$ cat src/rtl/correlator_pkg.sv
// correlator_pkg: definitions shared by the correlator host command path.
// Holds the command opcodes, the default integration period, the FSM state
// types, and the helper that derives the baud divider from the clock rate.
package correlator_pkg;

  localparam logic [7:0]  OP_INTEG    = 8'h01;
  localparam logic [7:0]  OP_MASK     = 8'h02;
  localparam logic [7:0]  OP_DELAY    = 8'h03;
  localparam logic [7:0]  OP_DEFAULTS = 8'h7F;

  localparam logic [15:0] DEF_INTEG   = 16'h0400;

  typedef enum logic [2:0] {
    RX_IDLE, RX_START, RX_DATA, RX_STOP, RX_WAIT_HIGH
  } rx_state_e;

  typedef enum logic [1:0] {
    P_IDLE, P_GOT_OP, P_GOT_HI, P_GOT_LO
  } parse_state_e;

  function automatic int clks_per_bit(input int clk_hz, input int baud);
    return clk_hz / baud;
  endfunction

endpackage

$ cat src/rtl/uart_rx_byte.sv
// uart_rx_byte: 8N1 serial byte receiver.
//   clk, reset_n  system clock, async active-low reset
//   rx            raw serial line, idle high, asynchronous to clk
//   byte_valid    1-cycle pulse, byte_data holds the received byte
//   byte_data     last received byte, LSB arrived first
//   frame_err     1-cycle pulse when the stop bit is sampled low
//
// state        | meaning
// RX_IDLE      | waiting for a falling edge on the synchronised line
// RX_START     | counting to mid start bit to reject glitches
// RX_DATA      | sampling 8 data bits, one per bit time
// RX_STOP      | sampling the stop bit
// RX_WAIT_HIGH | bad stop bit seen; waiting for the line to return high
module uart_rx_byte
  import correlator_pkg::*;
#(
  parameter int CLKS_PER_BIT = 217
) (
  input  logic       clk,
  input  logic       reset_n,
  input  logic       rx,
  output logic       byte_valid,
  output logic [7:0] byte_data,
  output logic       frame_err
);

  localparam int CW = $clog2(CLKS_PER_BIT + 1);
  localparam logic [CW-1:0] HALF_LOAD = CW'(CLKS_PER_BIT / 2);
  localparam logic [CW-1:0] BIT_LOAD  = CW'(CLKS_PER_BIT - 1);

  logic          rx_meta_q, rx_sync_q, rx_prev_q;
  rx_state_e     state_q, state_d;
  logic [CW-1:0] cnt_q, cnt_d;
  logic [2:0]    bit_q, bit_d;
  logic [7:0]    shift_q, shift_d;
  logic          byte_valid_q, byte_valid_d;
  logic          frame_err_q, frame_err_d;
  logic          tick;

  assign tick = (cnt_q == '0);

  always_comb begin
    state_d      = state_q;
    cnt_d        = cnt_q;
    bit_d        = bit_q;
    shift_d      = shift_q;
    byte_valid_d = 1'b0;
    frame_err_d  = 1'b0;
    case (state_q)
      RX_IDLE: begin
        if (rx_prev_q && !rx_sync_q) begin
          state_d = RX_START;
          cnt_d   = HALF_LOAD;
        end
      end
      RX_START: begin
        if (!tick) cnt_d = cnt_q - 1'b1;
        else if (!rx_sync_q) begin
          state_d = RX_DATA;
          cnt_d   = BIT_LOAD;
          bit_d   = 3'd0;
        end else state_d = RX_IDLE;
      end
      RX_DATA: begin
        if (!tick) cnt_d = cnt_q - 1'b1;
        else begin
          shift_d = {rx_sync_q, shift_q[7:1]};
          cnt_d   = BIT_LOAD;
          if (bit_q == 3'd7) state_d = RX_STOP;
          else bit_d = bit_q + 3'd1;
        end
      end
      RX_STOP: begin
        if (!tick) cnt_d = cnt_q - 1'b1;
        else if (rx_sync_q) begin
          byte_valid_d = 1'b1;
          state_d      = RX_IDLE;
        end else begin
          frame_err_d = 1'b1;
          state_d     = RX_WAIT_HIGH;
        end
      end
      RX_WAIT_HIGH: begin
        // a held-low line (break) must not look like a string of start bits
        if (rx_sync_q) state_d = RX_IDLE;
      end
      default: state_d = RX_IDLE;
    endcase
  end

  always_ff @(posedge clk or negedge reset_n) begin
    if (!reset_n) begin
      rx_meta_q    <= 1'b1;
      rx_sync_q    <= 1'b1;
      rx_prev_q    <= 1'b1;
      state_q      <= RX_IDLE;
      cnt_q        <= '0;
      bit_q        <= 3'd0;
      shift_q      <= 8'h00;
      byte_valid_q <= 1'b0;
      frame_err_q  <= 1'b0;
    end else begin
      rx_meta_q    <= rx;
      rx_sync_q    <= rx_meta_q;
      rx_prev_q    <= rx_sync_q;
      state_q      <= state_d;
      cnt_q        <= cnt_d;
      bit_q        <= bit_d;
      shift_q      <= shift_d;
      byte_valid_q <= byte_valid_d;
      frame_err_q  <= frame_err_d;
    end
  end

  assign byte_valid = byte_valid_q;
  assign byte_data  = shift_q;
  assign frame_err  = frame_err_q;

endmodule

$ cat src/rtl/correlator_cmd_rx.sv
// correlator_cmd_rx: host command receiver for the correlator.
// Parses 4-byte frames (opcode, data_hi, data_lo, csum) from the serial link
// and updates the runtime configuration registers.
//   clk, reset_n      system clock, async active-low reset
//   RX                serial input, 8N1, idle high
//   integration_time  integration period register
//   channel_mask      per-input enable mask
//   delay_sel         delay tap select, saturated at MAX_DELAY
//   cmd_valid         1-cycle pulse on an accepted frame, with the update
//   cmd_code          opcode of the last accepted frame
//   frame_err         1-cycle pulse on a bad stop bit
//   csum_err          1-cycle pulse on a rejected frame
//
// state    | meaning
// P_IDLE   | waiting for an opcode byte
// P_GOT_OP | opcode held, waiting for data_hi
// P_GOT_HI | data_hi held, waiting for data_lo
// P_GOT_LO | data_lo held, next byte is the checksum
module correlator_cmd_rx #(
  parameter int CLK_FREQUENCY = 50000000,
  parameter int BAUD_RATE     = 230400,
  parameter int NUM_INPUTS    = 12,
  parameter int RESOLUTION    = 16,
  parameter int MAX_DELAY     = 1,
  parameter int TIMEOUT_BITS  = 20,
  parameter logic [RESOLUTION-1:0] DEF_INTEG = RESOLUTION'(correlator_pkg::DEF_INTEG)
) (
  input  logic                  clk,
  input  logic                  reset_n,
  input  logic                  RX,
  output logic [RESOLUTION-1:0] integration_time,
  output logic [NUM_INPUTS-1:0] channel_mask,
  output logic [7:0]            delay_sel,
  output logic                  cmd_valid,
  output logic [7:0]            cmd_code,
  output logic                  frame_err,
  output logic                  csum_err
);
  import correlator_pkg::*;

  localparam int CPB = clks_per_bit(CLK_FREQUENCY, BAUD_RATE);
  localparam int CW  = $clog2(CPB + 1);
  localparam int TW  = $clog2(TIMEOUT_BITS + 1);
  localparam logic [CW-1:0] BIT_LOAD     = CW'(CPB - 1);
  localparam logic [TW-1:0] TIMEOUT_LOAD = TW'(TIMEOUT_BITS);
  localparam logic [7:0]    MAX_DELAY_B  = 8'(MAX_DELAY);

  logic       byte_valid, rx_frame_err;
  logic [7:0] byte_data;

  uart_rx_byte #(.CLKS_PER_BIT(CPB)) u_rx (
    .clk        (clk),
    .reset_n    (reset_n),
    .rx         (RX),
    .byte_valid (byte_valid),
    .byte_data  (byte_data),
    .frame_err  (rx_frame_err)
  );

  parse_state_e          pstate_q, pstate_d, cur_state;
  logic [7:0]            op_q, op_d, hi_q, hi_d, lo_q, lo_d;
  logic [CW-1:0]         bt_q, bt_d;
  logic [TW-1:0]         gap_q, gap_d;
  logic [RESOLUTION-1:0] integ_q, integ_d;
  logic [NUM_INPUTS-1:0] mask_q, mask_d;
  logic [7:0]            delay_q, delay_d, code_q, code_d;
  logic                  cmd_valid_q, cmd_valid_d, csum_err_q, csum_err_d;
  logic                  accept;
  logic [15:0]           data_w;

  assign data_w = {hi_q, lo_q};

  // Inter-byte gap: bt counts clocks of one bit time, gap counts bit times down.
  always_comb begin
    bt_d  = bt_q;
    gap_d = gap_q;
    if (byte_valid) begin
      bt_d  = BIT_LOAD;
      gap_d = TIMEOUT_LOAD;
    end else if (bt_q == '0) begin
      bt_d = BIT_LOAD;
      if (gap_q != '0) gap_d = gap_q - 1'b1;
    end else bt_d = bt_q - 1'b1;
  end

  always_comb begin
    integ_d     = integ_q;
    mask_d      = mask_q;
    delay_d     = delay_q;
    code_d      = code_q;
    op_d        = op_q;
    hi_d        = hi_q;
    lo_d        = lo_q;
    cmd_valid_d = 1'b0;
    csum_err_d  = 1'b0;
    accept      = 1'b0;
    // a timeout or framing error drops any partial frame; a byte arriving in
    // that same cycle is then treated as a fresh opcode
    cur_state = (gap_q == '0 || rx_frame_err) ? P_IDLE : pstate_q;
    pstate_d  = cur_state;
    if (byte_valid) begin
      case (cur_state)
        P_IDLE:   begin op_d = byte_data; pstate_d = P_GOT_OP; end
        P_GOT_OP: begin hi_d = byte_data; pstate_d = P_GOT_HI; end
        P_GOT_HI: begin lo_d = byte_data; pstate_d = P_GOT_LO; end
        P_GOT_LO: begin
          pstate_d = P_IDLE;
          if (byte_data == (op_q ^ hi_q ^ lo_q)) begin
            case (op_q)
              OP_INTEG: begin
                if (RESOLUTION'(data_w) != '0) begin
                  integ_d = RESOLUTION'(data_w);
                  accept  = 1'b1;
                end
              end
              OP_MASK: begin
                mask_d = NUM_INPUTS'(data_w);
                accept = 1'b1;
              end
              OP_DELAY: begin
                delay_d = (lo_q > MAX_DELAY_B) ? MAX_DELAY_B : lo_q;
                accept  = 1'b1;
              end
              OP_DEFAULTS: begin
                integ_d = DEF_INTEG;
                mask_d  = '1;
                delay_d = 8'h00;
                accept  = 1'b1;
              end
              default: accept = 1'b0;
            endcase
          end
          if (accept) begin
            code_d      = op_q;
            cmd_valid_d = 1'b1;
          end else csum_err_d = 1'b1;
        end
        default: pstate_d = P_IDLE;
      endcase
    end
  end

  always_ff @(posedge clk or negedge reset_n) begin
    if (!reset_n) begin
      pstate_q    <= P_IDLE;
      op_q        <= 8'h00;
      hi_q        <= 8'h00;
      lo_q        <= 8'h00;
      bt_q        <= BIT_LOAD;
      gap_q       <= TIMEOUT_LOAD;
      integ_q     <= DEF_INTEG;
      mask_q      <= '1;
      delay_q     <= 8'h00;
      code_q      <= 8'h00;
      cmd_valid_q <= 1'b0;
      csum_err_q  <= 1'b0;
    end else begin
      pstate_q    <= pstate_d;
      op_q        <= op_d;
      hi_q        <= hi_d;
      lo_q        <= lo_d;
      bt_q        <= bt_d;
      gap_q       <= gap_d;
      integ_q     <= integ_d;
      mask_q      <= mask_d;
      delay_q     <= delay_d;
      code_q      <= code_d;
      cmd_valid_q <= cmd_valid_d;
      csum_err_q  <= csum_err_d;
    end
  end

  assign integration_time = integ_q;
  assign channel_mask     = mask_q;
  assign delay_sel        = delay_q;
  assign cmd_code         = code_q;
  assign cmd_valid        = cmd_valid_q;
  assign csum_err         = csum_err_q;
  assign frame_err        = rx_frame_err;

endmodule

$ cat config.mk
export PLATFORM = sky130hd
export DESIGN_NAME = correlator_cmd_rx
export DESIGN_NICKNAME = d
export VERILOG_FILES = /design/src/rtl/correlator_pkg.sv /design/src/rtl/uart_rx_byte.sv /design/src/rtl/correlator_cmd_rx.sv
export SDC_FILE = /design/constraint.sdc
export NUM_CORES = 1
export LEC_CHECK = 0
export CELL_PAD_IN_SITES_DETAIL_PLACEMENT = 2
export CELL_PAD_IN_SITES_GLOBAL_PLACEMENT = 2
export CORE_ASPECT_RATIO = 1.75
export CORE_MARGIN = 2
export CORE_UTILIZATION = 30
export DETAILED_ROUTE_END_ITERATION = 8
export DONT_BUFFER_PORTS = 1
export PLACE_DENSITY_LB_ADDON = 0.1
export SETUP_SLACK_MARGIN = 0.5
export SLEW_MARGIN = 40
export SYNTH_ARGS = -nofsm -noshare
export SYNTH_HDL_FRONTEND = slang
export SYNTH_HIERARCHICAL = 1
export SYNTH_SLANG_ARGS = --single-unit
$ cat constraint.sdc
create_clock -name clk -period 5.85 [get_ports clk]
set_clock_uncertainty 0.1 [all_clocks]
set_input_delay 1.17 -clock clk [delete_from_list [all_inputs] [get_ports clk]]
set_output_delay 1.17 -clock clk [all_outputs]
set_load 0.05 [all_outputs]
# Word-level counts from Yosys, hierarchy flattened
# Cells that the tools add are included.
# Widths: inputs -> output; s select.
[totals] reg_bits=112 inputBits=3 output_inout_bits=47 word_cells=132
[classes] addsub=4 order_cmp=1 eq_ne=24 muxes=50 bitwise_logic=2 reduce_logical=30
[ops] op="$mux 8" n=8
[ops] op="$mux 3" n=11
[ops] op="$pmux 16 s2" n=1
[ops] op="$pmux 8 s4" n=1
[ops] op="$pmux 12 s2" n=1
[ops] op="$eq 8x2->1 const B" n=2
[ops] op="$logic_not 8->1" n=2
[ops] op="$mux 1" n=16
[ops] op="$mux 16" n=1
[ops] op="$pmux 8 s2" n=1
[ops] op="$reduce_bool 16->1" n=1
[ops] op="$sub 8x1->8 const B" n=2
[ops] op="$xor 8x8->8" n=2
[ops] op="$mux 5" n=3
[ops] op="$pmux 3 s5" n=1
[ops] op="$ne 2x1->1 const B" n=6
[ops] op="$reduce_and 4->1" n=3
[ops] op="$reduce_bool 2->1" n=6
[ops] op="$reduce_and 2->1" n=5
[ops] op="$reduce_and 5->1" n=2
[ops] op="$eq 8x1->1 const B" n=1
[ops] op="$eq 8x7->1 const B" n=1
[ops] op="$eq 8x8->1" n=1
[ops] op="$gt 8x1->1 const B" n=1
[ops] op="other kinds (24)" n=32

# Longest topological paths before layout
[logic_depth] ltp_word=9 mapped_depth=12 mapped_depth_nobuf=11

# Modules after synthesis
# The synthesis kept the hierarchy.
[modules_own_cells] module="correlator_cmd_rx" instances=1 cells_each=331 area_each_um2=3980.1 seq_area_each_um2=2150.8
[modules_own_cells] module="uart_rx_byte" instances=1 cells_each=122 area_each_um2=1371.3 seq_area_each_um2=679.4

# Least setup slack after synthesis
# Ideal clock, no wire load.
[synth_path] kind="register to register" startpoint="reg gap_q[0]" endpoint="reg mask_q[10] (netlist: channel_mask[10])" setup_ns=0.085 arrival_ns=2.355 t_required_ns=5.665 path_slack_ns=3.310 path_stages_with_launch=13 path_buffers=1 synth_period_minus_slack_ns=2.540 path_cell_list="dfrtp_1 -> inv_1 -> ha_1 -> nor4b_1 -> nor2_1 -> nand2_1 -> inv_1 -> ha_1 -> nand2_1 -> inv_1 -> and4_1 -> buf_2 -> mux2_1"
[synth_via] elab_chain_cells=5
[synth_lines] item="from (decl)" line="correlator_cmd_rx.sv:63" source="logic [TW-1:0] gap_q, gap_d;"
[synth_lines] item="from (signal assigned)" line="correlator_cmd_rx.sv:163" source="gap_q <= gap_d;"
[synth_lines] item="$logic_not 5->1" line="correlator_cmd_rx.sv:99" source="cur_state = (gap_q == '0 || rx_frame_err) ? P_IDLE : pstate_q;"
[synth_lines] item="$logic_or 1x1->1" line="correlator_cmd_rx.sv:99"
[synth_lines] item="$mux 2" line="correlator_cmd_rx.sv:99"
[synth_lines] item="$eq 2x2->1" line="correlator_cmd_rx.sv:102" source="case (cur_state)"
[synth_lines] item="$reduce_and 4->1 (no line)"
[synth_lines] item="to (signal assigned)" line="correlator_cmd_rx.sv:165" source="mask_q <= mask_d;"
[synth_lines] item="to (decl)" line="correlator_cmd_rx.sv:65" source="logic [NUM_INPUTS-1:0] mask_q, mask_d;"
# Every way passes these cells.
# A chain may end at the register's enable or synchronous reset.

# Worst setup path in the final report
[layout_path] startpoint="reg gap_q[0]" endpoint="reg mask_q[9] (netlist: channel_mask[9])"
# Same word-level chain as after synthesis.

==> flow_metrics.env <==
export IMPL_synth_edf_count=0
export IMPL_hold_path_class="flip-flop to flip-flop"
export IMPL_fp_dieW_um=105
export IMPL_wirelength_um=13300
export IMPL_drive_above_1_share_pct=19.8
export IMPL_core_region_area_um2=17500
export IMPL_fmax_mhz=339
export IMPL_ys_seq_area_share_pct=52.9
export IMPL_slew_violations=0
export IMPL_syn2layout_area_growth_pct=10.1
export IMPL_ir_drop_v=0.000153
export IMPL_rsz0062_at_grt="no"
export IMPL_floorplan_rows=64
export IMPL_dieArea_um2=19000
export IMPL_finalSetupTns_ns=0
export IMPL_arrival_ns=3.13
export IMPL_dp_cells=670
export IMPL_cp_max_fo=12
export IMPL_worstHoldStart="u_rx/rx_meta_q"
export IMPL_cp_required_ns=6.03
export IMPL_worstRegToRegCells=11
export IMPL_dp_hpwl_um=9540
export IMPL_path_class="flip-flop to flip-flop"
export IMPL_relSlewSlack_pct=46.9
export IMPL_postCtsSetupBuffers=0
export IMPL_rr_startpoint="gap_q[0]"
export IMPL_end_kind="flip-flop"
export IMPL_start_kind="flip-flop"
export IMPL_placed_cell_area_um2=5570
export IMPL_powerDensity_nw_per_um2=307
export IMPL_reg2reg_to="channel_mask[9]"
export IMPL_period_share_pct=50.5
export IMPL_htreeDepth=3
export IMPL_layout_common_cells="dfrtp_1, mux2_2, inv_1, nand2_1, xnor2_1"
export IMPL_grt_pass1_wl_um=21900
export IMPL_drt_first_iter_violations=41
export IMPL_hold_viol=0
export IMPL_holdPathEnd="u_rx/rx_sync_q"
export IMPL_async_flop_share_pct=100
export IMPL_cts_tree="done"
export IMPL_cts_sinks=112
export IMPL_ys_seq_elements=112
export IMPL_holdWs_ns=0.259
export IMPL_hold_depth=0
export IMPL_drc=0
export IMPL_clk_pin_slew_worst_paths_ns=0.07
export IMPL_drt_antenna_violating_nets=0
export IMPL_p_total_mw=1.81
export IMPL_initial_core_util_pct=30.7
export IMPL_via_count=3417
export IMPL_cts_buffers=9
export IMPL_maxCapViolations=0
export IMPL_grt_use_total_pct=15.0
export IMPL_worst_pin_slew_ns=0.790
export IMPL_ys_flop_type="dfrtp_1"
export IMPL_pre_cts_ws_ns=2.80
export IMPL_gr_total_overflow=0
export IMPL_syn_nets=468
export IMPL_drt_pass1_iterations=4
export IMPL_status="finished, final reports clean"
export IMPL_wl_per_cell_um=19.4
export IMPL_finalSetupViolCount=0
export IMPL_stdcell_count=686
export IMPL_clk_path_buf_depth=2
export IMPL_cts_resized=0
export IMPL_grt_max_degree=113
export IMPL_antenna_found_initial=0
export IMPL_portBuffers=0
export IMPL_synthCells=453
export IMPL_gp_congestion=0.732
export IMPL_syn_area_um2=5350
export IMPL_p_leak_nw=2.69
export IMPL_n_antenna_cell=0
export IMPL_final_common_cell="dfrtp_1"
export IMPL_r2r_slack_ns=2.90
export IMPL_postSynthAreaPerCell_um2=11.8
export IMPL_die_height_um=181
export IMPL_cts_hold_buf=0
export IMPL_fin_crit_ns=2.95
export IMPL_ioPinCount=50
export IMPL_insertion_delay_ns=0.36
export IMPL_setup_slack_ns=2.90
export IMPL_nNetsFinal=465
export IMPL_final_util_pct=33.8
export IMPL_synth_warnings=6
export IMPL_via_per_inst=4.98
export IMPL_synth_distinct_cells=58
export IMPL_cts_root_buf="clkbuf_16"
export IMPL_final_area_um2=5890
export IMPL_grt_pass1_vias=3875
==> worst max path at each step <==
stage	startpoint	to
after CTS	gap_q[0]	channel_mask[9]
after detailed placement	gap_q[0]	channel_mask[9]
after global placement	gap_q[0]	channel_mask[9]
after global routing	gap_q[0]	channel_mask[9]
after floorplan	gap_q[0]	channel_mask[10]
final	gap_q[0]	channel_mask[9]
==> state kept, by name, indices dropped and copies added (netlist names), 2 cells and up <==
signal	flops
integration_time	16
channel_mask	12
bt_q	8
cmd_code	8
delay_sel	8
hi_q	8
lo_q	8
op_q	8
u_rx/byte_data	8
u_rx/cnt_q	8
gap_q	5
u_rx/bit_q	3
u_rx/state_q	3
pstate_q	2
==> logic make-up (layout without fill, tap and decap cells) <==
group	Yosys count	count (layout)	share of synthesized area, %
compound gates	45	45	6.01
xor+xnor	32	32	5.24
fa+ha+maj	12	12	2.81
buf+inv	48	50	3.86
flops	112	112	52.9
mux	70	70	14.4
simple gates	134	134	14.8
==> cells in the mapped netlist, types with 2 or more instances <==
master / number / share of area (%)
nand2_1: 32 / 2.2
xor2_1: 6 / 0.98
nand4_1: 4 / 0.47
or3_1: 2 / 0.23
xnor2_1: 26 / 4.3
o211ai_1: 2 / 0.28
a21oi_1: 9 / 0.84
mux2_1: 20 / 4.2
mux2i_1: 16 / 3.0
nor4_1: 3 / 0.35
and4_1: 4 / 0.65
a22o_1: 3 / 0.49
buf_6: 3 / 0.63
o21ai_0: 5 / 0.47
a31oi_1: 6 / 0.70
inv_1: 32 / 2.2
and3_1: 3 / 0.35
ha_1: 12 / 2.8
nand3_1: 5 / 0.47
clkbuf_1: 9 / 0.63
dfstp_2: 22 / 11
mux2_2: 33 / 6.9
nor2_1: 23 / 1.6
or4_1: 6 / 0.84
a311oi_1: 3 / 0.49
nor4_2: 2 / 0.47
a211oi_1: 4 / 0.56
nor3_1: 9 / 0.84
buf_2: 3 / 0.28
nor4_4: 3 / 1.2
nor4b_1: 3 / 0.49
nand2b_1: 16 / 1.9
and2_1: 8 / 0.94
or2_2: 3 / 0.35
dfrtp_1: 90 / 42
==> layout make-up <==
class,instances,area [um^2]
tap,231,289
sequential,112,2830
multi-input combinational,293,2320
clock inverter,6,82.6
clock buffer,10,239
timing repair buffer,1,7.51
fill,1903,11600
inverter,33,124
==> where the power goes <==
part,total [mW],internal (mW),switching [mW]
logic,0.224,0.114,0.111
registers,0.907,0.836,0.0710
clock network,0.676,0.385,0.290
total,1.81,1.34,0.472
==> critical path: stages (launching register included) <==
cell and delay (ns):
dfrtp_1 0.41, inv_1 0.09, ha_1 0.19, nor4b_1 0.46
nor2_1 0.12, nand2_1 0.18, inv_1 0.09, ha_1 0.20
nand2_1 0.15, inv_1 0.10, and4_1 0.36, mux2_1 0.41
==> routing by layer <==
layer | part of all wire, % | routed length [um] | vias up | global-route usage (%)
met5 | 0 | 0 | - | 0
met4 | 1.7 | 222 | 0 | 5.28
met3 | 2.0 | 265 | 15 | 2.64
met2 | 60 | 7990 | 31 | 29.9
met1 | 36 | 4830 | 1810 | 15.1
li1 | - | - | 1561 | -
(Power assumes the default switching activity.)
